File: config.mk
export PLATFORM = sky130hd
export DESIGN_NAME = arena_map_writer
export DESIGN_NICKNAME = d
export VERILOG_FILES = /design/src/rtl/arena_pkg.sv /design/src/rtl/arena_map_ram.sv /design/src/rtl/arena_map_writer.sv
export SDC_FILE = /design/constraint.sdc
export NUM_CORES = 1
export LEC_CHECK = 0
export CORE_ASPECT_RATIO = 0.6
export CORE_UTILIZATION = 45
export DETAILED_ROUTE_END_ITERATION = 6
export PLACE_DENSITY_LB_ADDON = 0.1
export SYNTH_ARGS = -nofsm -noshare
export SYNTH_HDL_FRONTEND = slang
export SYNTH_SLANG_ARGS = --single-unit
File: constraint.sdc
create_clock -name i_pclk -period 4.9 [get_ports i_pclk]
set_clock_uncertainty 0.1 [all_clocks]
set_input_delay 0.735 -clock i_pclk [delete_from_list [all_inputs] [get_ports i_pclk]]
set_output_delay 0.735 -clock i_pclk [all_outputs]
set_load 0.005 [all_outputs]
File: src/rtl/arena_pkg.sv
// Shared constants, tile codes and FSM state type for the arena map writer.
// Border-wall init is selected in arena_map_writer by the ARENA_BORDER_INIT_EN macro.
package arena_pkg;

  localparam int unsigned GRID_DIM    = 16;
  localparam int unsigned CELL_ADDR_W = 8;
  localparam int unsigned TILE_W      = 3;

  localparam logic [TILE_W-1:0] TILE_EMPTY = 3'd0;
  localparam logic [TILE_W-1:0] TILE_WALL  = 3'd1;
  localparam logic [TILE_W-1:0] TILE_BOX   = 3'd2;

  localparam logic [CELL_ADDR_W-1:0] LAST_CELL = 8'd255;
  localparam logic [3:0]             EDGE_IDX  = 4'(GRID_DIM - 1);

  typedef enum logic [1:0] {
    StInit,
    StIdle,
    StClear
  } arena_state_e;

  // Cell address is {row, col}; a border cell sits on the outer ring of the grid.
  function automatic logic is_border(logic [CELL_ADDR_W-1:0] addr);
    return (addr[7:4] == 4'd0) || (addr[7:4] == EDGE_IDX) ||
           (addr[3:0] == 4'd0) || (addr[3:0] == EDGE_IDX);
  endfunction

endpackage

File: src/rtl/arena_map_ram.sv
// 256x3 simple dual-port tile store: synchronous write, registered read-first read port.
module arena_map_ram
  import arena_pkg::*;
(
  input  logic                   clk_i,
  input  logic                   rst_i,
  input  logic                   we_i,
  input  logic [CELL_ADDR_W-1:0] waddr_i,
  input  logic [TILE_W-1:0]      wdata_i,
  input  logic [CELL_ADDR_W-1:0] raddr_i,
  output logic [TILE_W-1:0]      rdata_o
);

  localparam int unsigned Depth = 2 ** CELL_ADDR_W;

  logic [TILE_W-1:0] mem_q [Depth];
  logic [TILE_W-1:0] rdata_q;

  always_ff @(posedge clk_i) begin
    if (we_i) begin
      mem_q[waddr_i] <= wdata_i;
    end
  end

  // Non-blocking read of the same array gives the pre-write value on a same-cell collision.
  always_ff @(posedge clk_i) begin
    if (rst_i) begin
      rdata_q <= '0;
    end else begin
      rdata_q <= mem_q[raddr_i];
    end
  end

  assign rdata_o = rdata_q;

endmodule

File: src/rtl/arena_map_writer.sv
// Arena tile map: init/clear sweep FSM, write arbitration and a read port for the renderer.
// Define ARENA_BORDER_INIT_EN to have sweeps paint a ring of WALL_TILE around the map.
module arena_map_writer
  import arena_pkg::*;
#(
  parameter logic [TILE_W-1:0] CLR_TILE  = TILE_EMPTY,
  parameter logic [TILE_W-1:0] WALL_TILE = TILE_WALL
) (
  input  logic                   i_pclk,
  input  logic                   i_rst,
  input  logic                   i_wr_valid,
  output logic                   o_wr_ready,
  input  logic [CELL_ADDR_W-1:0] i_wr_addr,
  input  logic [TILE_W-1:0]      i_wr_data,
  input  logic                   i_clr,
  output logic                   o_busy,
  input  logic [CELL_ADDR_W-1:0] i_rd_addr,
  output logic [TILE_W-1:0]      o_rd_data
);

  arena_state_e           state_q, state_d;
  logic [CELL_ADDR_W-1:0] cnt_q, cnt_d;
  logic                   ram_we;
  logic [CELL_ADDR_W-1:0] ram_waddr;
  logic [TILE_W-1:0]      ram_wdata;
  logic [TILE_W-1:0]      sweep_tile;

`ifdef ARENA_BORDER_INIT_EN
  assign sweep_tile = is_border(cnt_q) ? WALL_TILE : CLR_TILE;
`else
  logic [TILE_W-1:0] unused_wall_tile;
  assign unused_wall_tile = WALL_TILE;
  assign sweep_tile       = CLR_TILE;
`endif

  always_comb begin
    state_d    = state_q;
    cnt_d      = cnt_q;
    ram_we     = 1'b0;
    ram_waddr  = i_wr_addr;
    ram_wdata  = i_wr_data;
    o_wr_ready = 1'b0;
    o_busy     = 1'b1;
    case (state_q)
      StInit, StClear: begin
        ram_we    = 1'b1;
        ram_waddr = cnt_q;
        ram_wdata = sweep_tile;
        if (cnt_q == LAST_CELL) begin
          state_d = StIdle;
          cnt_d   = '0;
        end else begin
          cnt_d = cnt_q + 8'd1;
        end
      end
      StIdle: begin
        o_busy     = 1'b0;
        o_wr_ready = !i_clr;
        if (i_clr) begin
          state_d = StClear;
          cnt_d   = '0;
        end else if (i_wr_valid) begin
          ram_we = 1'b1;
        end
      end
      default: begin
        state_d = StInit;
        cnt_d   = '0;
      end
    endcase
    // Reset dominates: no handshake and no RAM write while it is held.
    if (i_rst) begin
      ram_we     = 1'b0;
      o_wr_ready = 1'b0;
      o_busy     = 1'b1;
    end
  end

  always_ff @(posedge i_pclk) begin
    if (i_rst) begin
      state_q <= StInit;
      cnt_q   <= '0;
    end else begin
      state_q <= state_d;
      cnt_q   <= cnt_d;
    end
  end

  arena_map_ram u_ram (
    .clk_i   (i_pclk),
    .rst_i   (i_rst),
    .we_i    (ram_we),
    .waddr_i (ram_waddr),
    .wdata_i (ram_wdata),
    .raddr_i (i_rd_addr),
    .rdata_o (o_rd_data)
  );

endmodule
==> flow_metrics.tcl, run 1 <==
set metrics [dict create \
    grt_first_pass_wirelength_um 128000 \
    core_area_sq_um 68900 \
    ir_worst_vdd_mv 0.254 \
    yosysTopAreaCellShare_pct 72.7 \
    netlist_area_sq_um 31700 \
    num_io_pins 28 \
    worst_slack_ns 1.74 \
    first_iter_violations 2479 \
    utilization_pct 51.4 \
    nets 1950 \
    cellLeakagePower_nw 11.4 \
    ys_ff_latch 781 \
    insertion_delay_ns 0.63 \
    fin_crit_sh_pct 64.4 \
    cts_root_buf "clkbuf_16" \
    fill_cells 5639 \
    htree_levels 3 \
    rr_startpoint "state_q[0]$_SDFFE_PP0P_" \
    wl_met1_um 42100 \
    track_usage_pct 25.4 \
    synth_cells 1876 \
    slew_viol_final 0 \
    synthFlopType "edfxtp_1" \
    grt_max_degree 89 \
    synth_area_leaders "edfxtp_1, mux4_2, mux2i_1, nor2_1, o22ai_1" \
    setup.worst_path.start_class "primary input" \
    grt_pass1_vias 17100 \
    synth.distinct_cells 51 \
    synth_common_cells "edfxtp_1, nor2_1, mux2i_1, mux4_2, nand2_1" \
    synth-compound-area-share_pct 4.60 \
    max_freq_mhz 317 \
    setup_viol 0 \
    drive_gt1_share_pct 15.0 \
    routedWlPerCell_um 30.9 \
    vias 17900 \
    numCtsBuffers 72 \
    antennaDiodeCount 0 \
    yosysTopAreaCell "edfxtp_1" \
    viasPerCell 6.19 \
    die_h_um 208 \
    seq_area_frac_synth_pct 73.5 \
    top_layer "met5" \
    cts.path.max_buffers 3 \
    synth_top_family_by_area "multiplexers" \
    clkTransAtPathRegs_ns 0.06 \
    cts_resized 0 \
    cts_setup_buffers 0 \
    fp.dieW_um 345 \
    synth_edf_count 768 \
    rrSetupSlack_ns 1.97 \
    antenna_found_initial 3 \
    gp_congestion 0.908 \
    end_kind "primary output" \
    ant_nets 0 \
    wl_met2_um 34700 \
    avgSynthCellArea_sq_um 16.9 \
    ys_async_sr_fraction_pct 0 \
    min_period_ns 3.16 \
    r2r_cells 4 \
    syn-num-nets 1900 \
    cts_tree "yes" \
    hold_start "state_q[1]$_SDFFE_PP0P_" \
    synth_xor_xnor_area_share_pct 0.110 \
    synth_fa_ha_area_share_pct 0.0394 \
    drcViolationCount 0 \
    timing.rr.end "u_ram.mem_q[184][1]$_DFFE_PP_" \
    cp_max_fo 12 \
    hpwl_um 58200 \
    criticalPathCategory "in -> out" \
    drv_cap 0 \
    slew_headroom_pct 27.6 \
    io_buffers 27 \
    hold_path_end "state_q[1]$_SDFFE_PP0P_" \
    dp.cells 2764 \
    dr_wl_met3_um 10300 \
    detail_route.first_pass.iterations 5 \
    preCtsSetupSlack_ns 1.21 \
    status "complete, no violations" \
    yosysMostFrequentCell "edfxtp_1" \
    num_rows 74 \
    max_slew.worst_pin.slew_ns 1.09 \
    cts.hold.buffers_added 0 \
    start_util_pct 46.1 \
    dieArea_sq_um 71600 \
    synthSimpleGateAreaFrac_pct 5.94 \
    final_cells 2894 \
    powerDensity_nw_per_um2 382 \
    wl_um 89400 \
    yosys_warnings 0 \
    area_growth_pct 11.6 \
    tns_ns 0 \
    hold_viol 0 \
    grt_setup_unrepaired "false" \
    crit_required_ns 4.07 \
    clock-sinks 781 \
    synth_mux_area_share_pct 13.4 \
    whs_path_depth 2 \
    hold_class "reg -> reg" \
    gr-total-overflow 0 \
    cp.arrival_ns 2.32 \
]
[worst max path at each step]
stage / start / to / slack, ns
after CTS: i_rst / o_busy / 1.73
after global placement: i_rd_addr[0] / u_ram.rdata_o[0]$_SDFF_PP0_ / 1.17
after global routing: i_rst / o_busy / 1.65
after detailed placement: i_rd_addr[1] / u_ram.rdata_o[0]$_SDFF_PP0_ / 1.21
after floorplan: state_q[0]$_SDFFE_PP0P_ / u_ram.mem_q[0][0]$_DFFE_PP_ / 1.42
final: i_rst / o_busy / 1.74
[final cells by class]
cell class	instances	area, sq um	area share, %
multi-input combinational	964	7670	21.6
timing repair buffer	95	901	2.54
clock buffer	87	1960	5.54
inverter	12	45.0	0.127
tap	912	1140	3.22
clock inverter	43	388	1.09
sequential	781	23300	65.8
[critical path: stages]
cell and delay (ns):
clkdlybuf4s50_1 0.61, or3b_2 0.52, clkdlybuf4s50_1 0.45
[registers in the layout, summed over array words and instances (netlist names)]
name / count
cnt_q: 8
state_q: 2
u_ram.mem_q: 768
u_ram.rdata_o: 3
[layout by cell type, fill, tap and decap left out, drive strengths merged, types with 11 or more instances in the layout]
master and instances:
a21oi 33, dfxtp 13, o32ai 13, nand3 24
o221ai 43, nand2 82, clkbuf 87, clkinv 29
nor2 286, a211oi 11, edfxtp 768, mux2i 186
inv 15, clkdlybuf4s50 23, buf 72, nor3 17
mux4 105, o21ai 18, o22ai 65
[cells by family after synthesis]
family / count (synthesis)
and+or+nand+nor: 455
buffers and inverters: 131
muxes: 294
AOI/OAI and AO/OA: 210
xor gates and xnor gates: 4
adders and majority gates: 1
DFF: 781
[layer usage]
layer / track usage, % / vias to the layer above
li1: - / 7527
met1: 42.0 / 9262
met2: 31.4 / 982
met3: 7.72 / 133
met4: 7.28 / 2
met5: 0 / -
[stage by stage]
step / power [mW] / cell area (sq um) / hold WS (ns)
2_1_floorplan: 7.76 / 31700 / 0.386
3_3_place_gp: 8.01 / 33100 / 0.410
3_5_place_dp: 8.01 / 33100 / 0.421
4_1_cts: 13.6 / 35400 / 0.437
5_1_grt: 13.9 / 35400 / 0.483
6_report: 13.6 / 35400 / 0.440
[where the power goes]
| group | internal, mW | switching [mW] | total, mW | leakage (nW) |
|---|---|---|---|---|
| clock | 3.19 | 2.49 | 5.68 | 1.15 |
| sequential | 7.23 | 0.00944 | 7.24 | 7.22 |
| combinational | 0.226 | 0.408 | 0.634 | 3.00 |
| total | 10.6 | 2.91 | 13.6 | 11.4 |
No activity file was read; power rests on OpenSTA's default activity.
==> inputs of run 2 (changes only) <==
- clock period: 4.9 -> 3 ns (I/O delays scaled with it)
==> run 2 against run 1 <==
Effect of this change: clock power increased by 85%; hold slack got worse by 0.039 ns; design area rose by 3.6%; die area unchanged; setup slack worse by 1.6 ns; critical path depth stayed put; sequential cell count did not move; core utilization up 1.8 points; critical endpoint unchanged; power rose by 73%; wire length grew 0.52%; critical path type is now reg -> out; sequential power up 63%.
==> flow_metrics.tcl, run 2 (synthesized netlist as in run 1, its figures left out) <==
set metrics [dict create \
    fill_cells 5588 \
    grt_setup_unrepaired "false" \
    cp.arrival_ns 2.26 \
    hold_class "in -> reg" \
    viasPerCell 6.11 \
    insertion_delay_ns 0.63 \
    nets 2034 \
    slew_viol_final 0 \
    hpwl_um 60200 \
    dp.cells 2846 \
    cts.path.max_buffers 3 \
    max_slew.worst_pin.slew_ns 0.929 \
    gp_congestion 0.910 \
    largest_reg_flops 768 \
    gr-total-overflow 0 \
    cts_root_buf "clkbuf_16" \
    hold_viol 0 \
    first_iter_violations 2482 \
    fp.dieW_um 345 \
    ir_worst_vdd_mv 0.410 \
    r2r_cells 5 \
    numCtsBuffers 74 \
    slew_headroom_pct 37.5 \
    drv_cap 0 \
    vias 18300 \
    max_freq_mhz 356 \
    antenna_found_initial 2 \
    num_io_pins 28 \
    clock-sinks 781 \
    die_h_um 208 \
    cts_setup_buffers 0 \
    drcViolationCount 0 \
    regMostFlops "u_ram.mem_q" \
    worst_slack_ns 0.193 \
    routedWlPerCell_um 30.1 \
    status "complete, no violations" \
    grt_max_degree 69 \
    core_area_sq_um 68900 \
    seq_area_sq_um 23300 \
    preCtsSetupSlack_ns -0.184 \
    clkTransAtPathRegs_ns 0.06 \
    criticalPathCategory "reg -> out" \
    detail_route.first_pass.iterations 5 \
    crit_required_ns 2.45 \
    whs_path_depth 4 \
    multi_input_area_sq_um 7670 \
    cellLeakagePower_nw 12.0 \
    powerDensity_nw_per_um2 638 \
    final_cells 2985 \
    wl_um 89900 \
    cts_tree "yes" \
    cp_max_fo 26 \
    hold_ws_ns 0.400 \
    dieArea_sq_um 71600 \
    mostFrequentLayoutCells "edfxtp_1, nor2_1, mux2i_1" \
    min_period_ns 2.81 \
    end_kind "primary output" \
    setup.worst_path.start_class "register" \
    grt_first_pass_wirelength_um 128000 \
    drive_gt1_share_pct 18.8 \
    num_rows 74 \
    tns_ns 0 \
    track_usage_pct 25.4 \
    ant_nets 0 \
    layout_commonest_cell "edfxtp_1" \
    start_util_pct 46.1 \
    grt_pass1_vias 17400 \
    fin_crit_sh_pct 93.6 \
    io_buffers 27 \
    area_growth_pct 15.6 \
    setup_viol 0 \
    design_area_sq_um 36700 \
    htree_levels 3 \
    placement.cell_area_sq_um 33900 \
]
[run 2: cell count changes in the layout (fill, tap and decap cells not counted), moves of 2 or more]
cell / previous run / this run
buf_4: 60 / 122
buf_12: 10 / 30
bufinv_16: 6 / 16
clkinv_2: 16 / 8
clkbuf_16: 77 / 81
clkbuf_1: 10 / 7
clkbuf_8: 0 / 3
clkinv_1: 10 / 13
clkinv_4: 3 / 1
clkinvlp_4: 5 / 7
inv_6: 3 / 1
[run 2: worst paths after layout]
check | slack (ns) | startpoint | end
max | 0.19 | state_q[0]$_SDFFE_PP0P_ | o_busy
min | 0.40 | i_rd_addr[2] | u_ram.rdata_o[0]$_SDFF_PP0_
max reg2reg | 0.43 | cnt_q[6]$_SDFFE_PP0P_ | u_ram.mem_q[87][0]$_DFFE_PP_
min reg2reg | 0.44 | cnt_q[7]$_SDFFE_PP0P_ | state_q[0]$_SDFFE_PP0P_
[run 2: power by group]
group	switching [mW]	internal (mW)
Combinational	0.676	0.445
Clock	4.12	6.37
Sequential	0.0135	11.8
[run 2: repair_timing]
item | CTS | global route
hold buffers | 0 | 0
setup endpoints to repair | 2 | 1
resized for setup | 1 | 1
[run 2: layer usage]
metal  vias up  routed length (um)  GRT usage, %
met5         -                 120          1.14
met4         4                2010          6.18
met3       111               11400          9.95
met2       957               34500          31.6
met1      9464               41800          40.6
li1       7716                   -             -
[run 2: stage by stage]
step | util (%) | total power, mW
6_report | 53.3 | 23.4
5_1_grt | 53.3 | 24.0
4_1_cts | 53.3 | 23.5
3_5_place_dp | 49.3 | 13.2
3_3_place_gp | 49.3 | 13.2
2_1_floorplan | - | 12.7
[run 2: critical path, cell delays in order (launching register included)]
cell,delay (ns)
dfxtp_4,0.50
buf_4,0.22
or3b_2,0.44
clkdlybuf4s50_1,0.46
[run 2: area by class of cell]
class / instances / area share [%]
Clock buffer: 91 / 5.71
Tap cell: 912 / 3.11
Sequential cell: 781 / 63.6
Antenna cell: 1 / 0.00682
Clock inverter: 47 / 1.79
Timing Repair Buffer: 177 / 4.81
Multi-Input combinational cell: 964 / 20.9
Inverter: 12 / 0.123
